$ cat config.mk
export PLATFORM = sky130hd
export DESIGN_NAME = led_mmio_ctrl
export DESIGN_NICKNAME = d
export VERILOG_FILES = /design/src/rtl/led_mmio_ctrl.sv
export SDC_FILE = /design/constraint.sdc
export NUM_CORES = 1
export LEC_CHECK = 0
export CAP_MARGIN = 20
export CORE_ASPECT_RATIO = 0.5
export CORE_UTILIZATION = 33
export DETAILED_ROUTE_END_ITERATION = 10
export GPL_ROUTABILITY_DRIVEN = 0
export GPL_TIMING_DRIVEN = 0
export HOLD_SLACK_MARGIN = 0.12
export PLACE_DENSITY = 0.83
export SYNTH_ARGS = -nofsm -noshare
export SYNTH_HDL_FRONTEND = slang
export SYNTH_SLANG_ARGS = --single-unit
$ cat constraint.sdc
create_clock -name clk_20M -period 1.3 [get_ports clk_20M]
set_input_delay 0.195 -clock clk_20M [delete_from_list [all_inputs] [get_ports clk_20M]]
set_output_delay 0.195 -clock clk_20M [all_outputs]
set_load 0.02 [all_outputs]
$ cat src/rtl/led_mmio_ctrl.sv
// Memory-mapped LED/GPIO output controller: OUT/SET/CLR/MODE/PERIOD/STAT registers in a 32-byte window.
// Latency: writes take effect at the sampling edge, led follows one edge later; read data is registered (1 cycle).
// Backpressure: none; every bus strobe is accepted in its cycle. Optional blink engine under `LED_BLINK_EN`.
module led_mmio_ctrl #(
  parameter logic [31:0] BASE_ADDR = 32'h0000_1000,
  parameter int          WIDTH     = 8,
  parameter int          CNT_W     = 24
) (
  input  logic             clk_20M,
  input  logic             rst_n,
  input  logic [31:0]      addr,
  input  logic [31:0]      wdata,
  input  logic             dmem_r,
  input  logic             dmem_w,
  output logic [31:0]      rdata,
  output logic             rvalid,
  output logic [WIDTH-1:0] led
);

  localparam logic [2:0] REG_OUT    = 3'd0;
  localparam logic [2:0] REG_SET    = 3'd1;
  localparam logic [2:0] REG_CLR    = 3'd2;
  localparam logic [2:0] REG_MODE   = 3'd3;
  localparam logic [2:0] REG_PERIOD = 3'd4;
  localparam logic [2:0] REG_STAT   = 3'd5;

  logic             hit;
  logic             wr_en;
  logic             rd_en;
  logic [2:0]       sel;
  logic [WIDTH-1:0] out_q;
  logic [WIDTH-1:0] led_nxt;
  logic [31:0]      rd_word;

  // Byte lane bits and the upper write-data bits are not needed by any register.
  logic unused_bits;
  assign unused_bits = ^{addr[1:0], wdata};

  assign hit   = (addr[31:5] == BASE_ADDR[31:5]);
  assign sel   = addr[4:2];
  assign wr_en = dmem_w & hit;
  assign rd_en = dmem_r & hit;

  // OUT register: direct write plus atomic set / clear aliases.
  always_ff @(posedge clk_20M or negedge rst_n) begin
    if (!rst_n) begin
      out_q <= '0;
    end else if (wr_en) begin
      case (sel)
        REG_OUT: out_q <= wdata[WIDTH-1:0];
        REG_SET: out_q <= out_q | wdata[WIDTH-1:0];
        REG_CLR: out_q <= out_q & ~wdata[WIDTH-1:0];
        default: ;
      endcase
    end
  end

`ifdef LED_BLINK_EN
  logic [WIDTH-1:0] mode_q;
  logic [CNT_W-1:0] period_q;
  logic [CNT_W-1:0] period_m1;
  logic [CNT_W-1:0] cnt_q;
  logic             phase_q;
  logic [31:0]      stat_word;

  assign period_m1 = period_q - CNT_W'(1);
  assign stat_word = 32'({cnt_q, phase_q});

  // MODE and PERIOD configuration registers.
  always_ff @(posedge clk_20M or negedge rst_n) begin
    if (!rst_n) begin
      mode_q   <= '0;
      period_q <= '0;
    end else if (wr_en) begin
      case (sel)
        REG_MODE:   mode_q   <= wdata[WIDTH-1:0];
        REG_PERIOD: period_q <= wdata[CNT_W-1:0];
        default: ;
      endcase
    end
  end

  // Half-period counter and phase; a PERIOD write restarts the blink from phase 0.
  always_ff @(posedge clk_20M or negedge rst_n) begin
    if (!rst_n) begin
      cnt_q   <= '0;
      phase_q <= 1'b0;
    end else if (wr_en && (sel == REG_PERIOD)) begin
      cnt_q   <= '0;
      phase_q <= 1'b0;
    end else if (period_q == '0) begin
      cnt_q   <= '0;
      phase_q <= 1'b0;
    end else if (cnt_q == period_m1) begin
      cnt_q   <= '0;
      phase_q <= ~phase_q;
    end else begin
      cnt_q   <= cnt_q + CNT_W'(1);
    end
  end

  // Blinking channels are gated by the phase; static channels pass OUT through.
  always_comb begin
    led_nxt = out_q & (~mode_q | {WIDTH{phase_q}});
  end
`else
  localparam int unused_cnt_w = CNT_W;

  // Without the blink engine the LEDs mirror OUT.
  always_comb begin
    led_nxt = out_q;
  end
`endif

  // Read mux over current (pre-write) register contents; write-only and reserved slots read 0.
  always_comb begin
    rd_word = '0;
    case (sel)
      REG_OUT:    rd_word = 32'(out_q);
`ifdef LED_BLINK_EN
      REG_MODE:   rd_word = 32'(mode_q);
      REG_PERIOD: rd_word = 32'(period_q);
      REG_STAT:   rd_word = stat_word;
`endif
      default:    rd_word = '0;
    endcase
  end

  // Registered read response; rdata holds between reads.
  always_ff @(posedge clk_20M or negedge rst_n) begin
    if (!rst_n) begin
      rdata  <= '0;
      rvalid <= 1'b0;
    end else begin
      rvalid <= rd_en;
      if (rd_en) begin
        rdata <= rd_word;
      end
    end
  end

  // Registered LED outputs.
  always_ff @(posedge clk_20M or negedge rst_n) begin
    if (!rst_n) begin
      led <= '0;
    end else begin
      led <= led_nxt;
    end
  end

endmodule
==> results.json <==
{
  "syn_inst": 135,
  "ant_nets": 0,
  "firstDrtPassIters": 4,
  "path_clk_slew_ps": 90,
  "die_h_um": 48.0,
  "via_per_inst": 4.30,
  "place_hpwl_um": 2500,
  "slowest_delay_ps": 500,
  "max_freq_mhz": 699,
  "maxSlewViolCount": 0,
  "worstRegToRegCells": 3,
  "worstSkewPairLatency_ps": 280,
  "fp.dieW_um": 94.1,
  "grtUsageMet3": 0.0492,
  "peakVddDrop_v": 0.000371,
  "critical_path.max_fanout": 8,
  "required_ps": 1460,
  "rows": 16,
  "post-route-period-util": 1.10,
  "ctsHoldBuffers": 0,
  "fin_nets": 299,
  "grt_pass1_vias": 1138,
  "busiest_layer": "met2",
  "cts_tree": "yes",
  "path_class": "input pin to flop",
  "initial_core_util": 0.351,
  "netlist_area_mm2": 0.00140,
  "synthTopCellsByCount": "dfrtp_1 (25), buf_4 (24), a21oi_1 (16)",
  "pin_count": 109,
  "fin_ws_ps": -131,
  "num_antenna_cells": 0,
  "core_area_mm2": 0.00398,
  "ys.flop_type": "dfrtp_1",
  "cts_root_buf": "clkbuf_8",
  "route.detailed.drc": 0,
  "yosysMostFrequentCell": "dfrtp_1",
  "worst_setup_path_end_kind": "flop",
  "power_density_mw_per_mm2": 685,
  "crit_cells": 4,
  "h-tree-depth": 1,
  "seq_area_frac_synth": 0.447,
  "drt-total-wl_um": 3410,
  "clock_path_buffers": 2,
  "dp.cells": 269,
  "grt_max_degree": 26,
  "maxCapViolCount": 0,
  "ys_seq_elements": 25,
  "clkSinkCount": 25,
  "setup_violations": 8,
  "start_kind": "input pin",
  "worstPathCellList": "clkdlybuf4s50_1, a2111oi_4, buf_6, mux2_4",
  "antenna_found_initial": 0,
  "yosysTopAreaCellShare": 0.447,
  "timing.rr.end": "led_nxt[3]$_DFFE_PN0P_",
  "yosys_warnings": 0,
  "hp-class": "input pin to asynchronous set/reset pin",
  "yosysTopAreaCell": "dfrtp_1",
  "cpMaxStageDelayCell": "clkdlybuf4s50_1",
  "layout_min_cycle_time_ps": 1430,
  "avgSynthCellArea_um2": 10.4,
  "vias": 1222,
  "stdcell_count": 284,
  "r2r_setup_slack_ps": 280,
  "violations": "negative setup slack",
  "drt_iter0_drc": 22,
  "worst-path-buf-inv": 2,
  "wire_per_inst_um": 12.0,
  "leakage_nw": 1.18,
  "synth.area.top_cells": "dfrtp_1 (45%), buf_4 (13%), mux2i_1 (10%)",
  "cts_made_buffers": 3,
  "gr-total-overflow": 0,
  "finClkSkew_ps": 0.738,
  "io_buffers": 57,
  "grt_setup_unrepaired": "true",
  "status": "finished, violations left",
  "hold_viol": 0,
  "syn_to_final_growth_pct": 69.7,
  "critical_path.top_delay_family": "buffers and inverters",
  "synth_cell_types": 20,
  "grt_pass1_wl_um": 5050,
  "reg2reg_from": "led_nxt[3]$_DFFE_PN0P_",
  "async_flop_share": 1.00,
  "die_area_mm2": 0.00452,
  "drive_gt1_frac": 0.357,
  "met2_usage": 0.311,
  "critPathArrivalTime_ps": 1590,
  "grt_use_met1": 0.164,
  "grt_usage": 0.153,
  "synth_edf_count": 0,
  "whs_ps": 164
}
layout by cell type, fill, tap and decap left out, drive strengths merged:
master	netlist	final
dlygate4sd2	0	18
clkbuf	3	8
conb	1	24
dlymetal6s2s	0	2
clkinvlp	0	1
nor3	3	3
mux2	10	10
nor4b	1	1
buf	25	52
nand4	1	1
dfrtp	25	25
nor4	6	6
nor2	2	2
nand3	2	2
nand2	8	8
o21ba	1	1
a21oi	16	16
mux2i	14	14
nand2b	7	7
inv	9	9
clkdlybuf4s50	0	11
a2111oi	1	1
clkdlybuf4s15	0	8
worst max path at each step:
stage / startpoint / to / slack, ps
after global routing: addr[30] / led_nxt[6]$_DFFE_PN0P_ / -170
after floorplan: addr[22] / led_nxt[0]$_DFFE_PN0P_ / -340
after global placement: addr[14] / rdata[0]$_DFFE_PN0P_ / -1040
final: addr[2] / led_nxt[6]$_DFFE_PN0P_ / -130
after CTS: addr[8] / led_nxt[6]$_DFFE_PN0P_ / -180
after detailed placement: addr[14] / rdata[6]$_DFFE_PN0P_ / -1110
state kept, by name, summed over array words and instances, names as in the netlist:
register,flops
led,8
led_nxt,8
rdata,8
rvalid,1
final cells by class:
| type | count | area [um^2] |
|---|---|---|
| Fill cell | 338 | 1610 |
| Multi-Input combinational cell | 96 | 761 |
| Timing Repair Buffer | 69 | 627 |
| Sequential cell | 25 | 626 |
| Buffer | 27 | 210 |
| Tap cell | 54 | 67.6 |
| Clock buffer | 3 | 41.3 |
| Inverter | 9 | 33.8 |
| Clock inverter | 1 | 7.51 |
per-stage QoR:
stage               setup WS (ps)  utilization  TNS, ps  cell area [um^2]  total power [mW]
finish                       -131        0.596    -1000              2370              1.63
global route                 -170        0.596    -1770              2370              1.70
CTS                          -176        0.583    -1470              2320              1.61
detailed placement          -1110        0.543   -23990              2160              1.15
global placement            -1040        0.543   -21340              2160              1.14
floorplan                    -335            -    -4740              1520             0.979
per-layer routing:
layer | vias to the layer above | part of all wire
li1 | 608 | -
met3 | 4 | 0.092
met2 | 57 | 0.53
met1 | 553 | 0.38
met4 | 0 | 0.0035
met5 | - | 0
power breakdown:
group / total [mW] / switching, mW / internal (mW)
combinational: 0.379 / 0.186 / 0.193
sequential: 0.777 / 0.0000000801 / 0.777
clock: 0.471 / 0.254 / 0.218
worst reg2reg max path, delay by kind of cell (launching register included):
kind            cells  cell delay [ps]
mux                 1              250
flops               1              430
compound gates      2              220
cells by family (layout without fill, tap and decap cells):
family,Yosys count,count (layout),synth area share
buffers and inverters,37,109,0.164
AND/OR/NAND/NOR,30,30,0.122
flip-flops,25,25,0.447
other,1,24,0.00268
AO/OA/AOI/OAI,18,18,0.0841
multiplexers,24,24,0.181
repair_timing:
item	4_1_cts	5_1_grt
endpoints found under the setup margin	33	16
endpoints found under the hold margin	0	0
pin swaps	10	8
resized for setup	113	19
setup buffers	9	2
No activity file was read; power rests on OpenSTA's default activity.
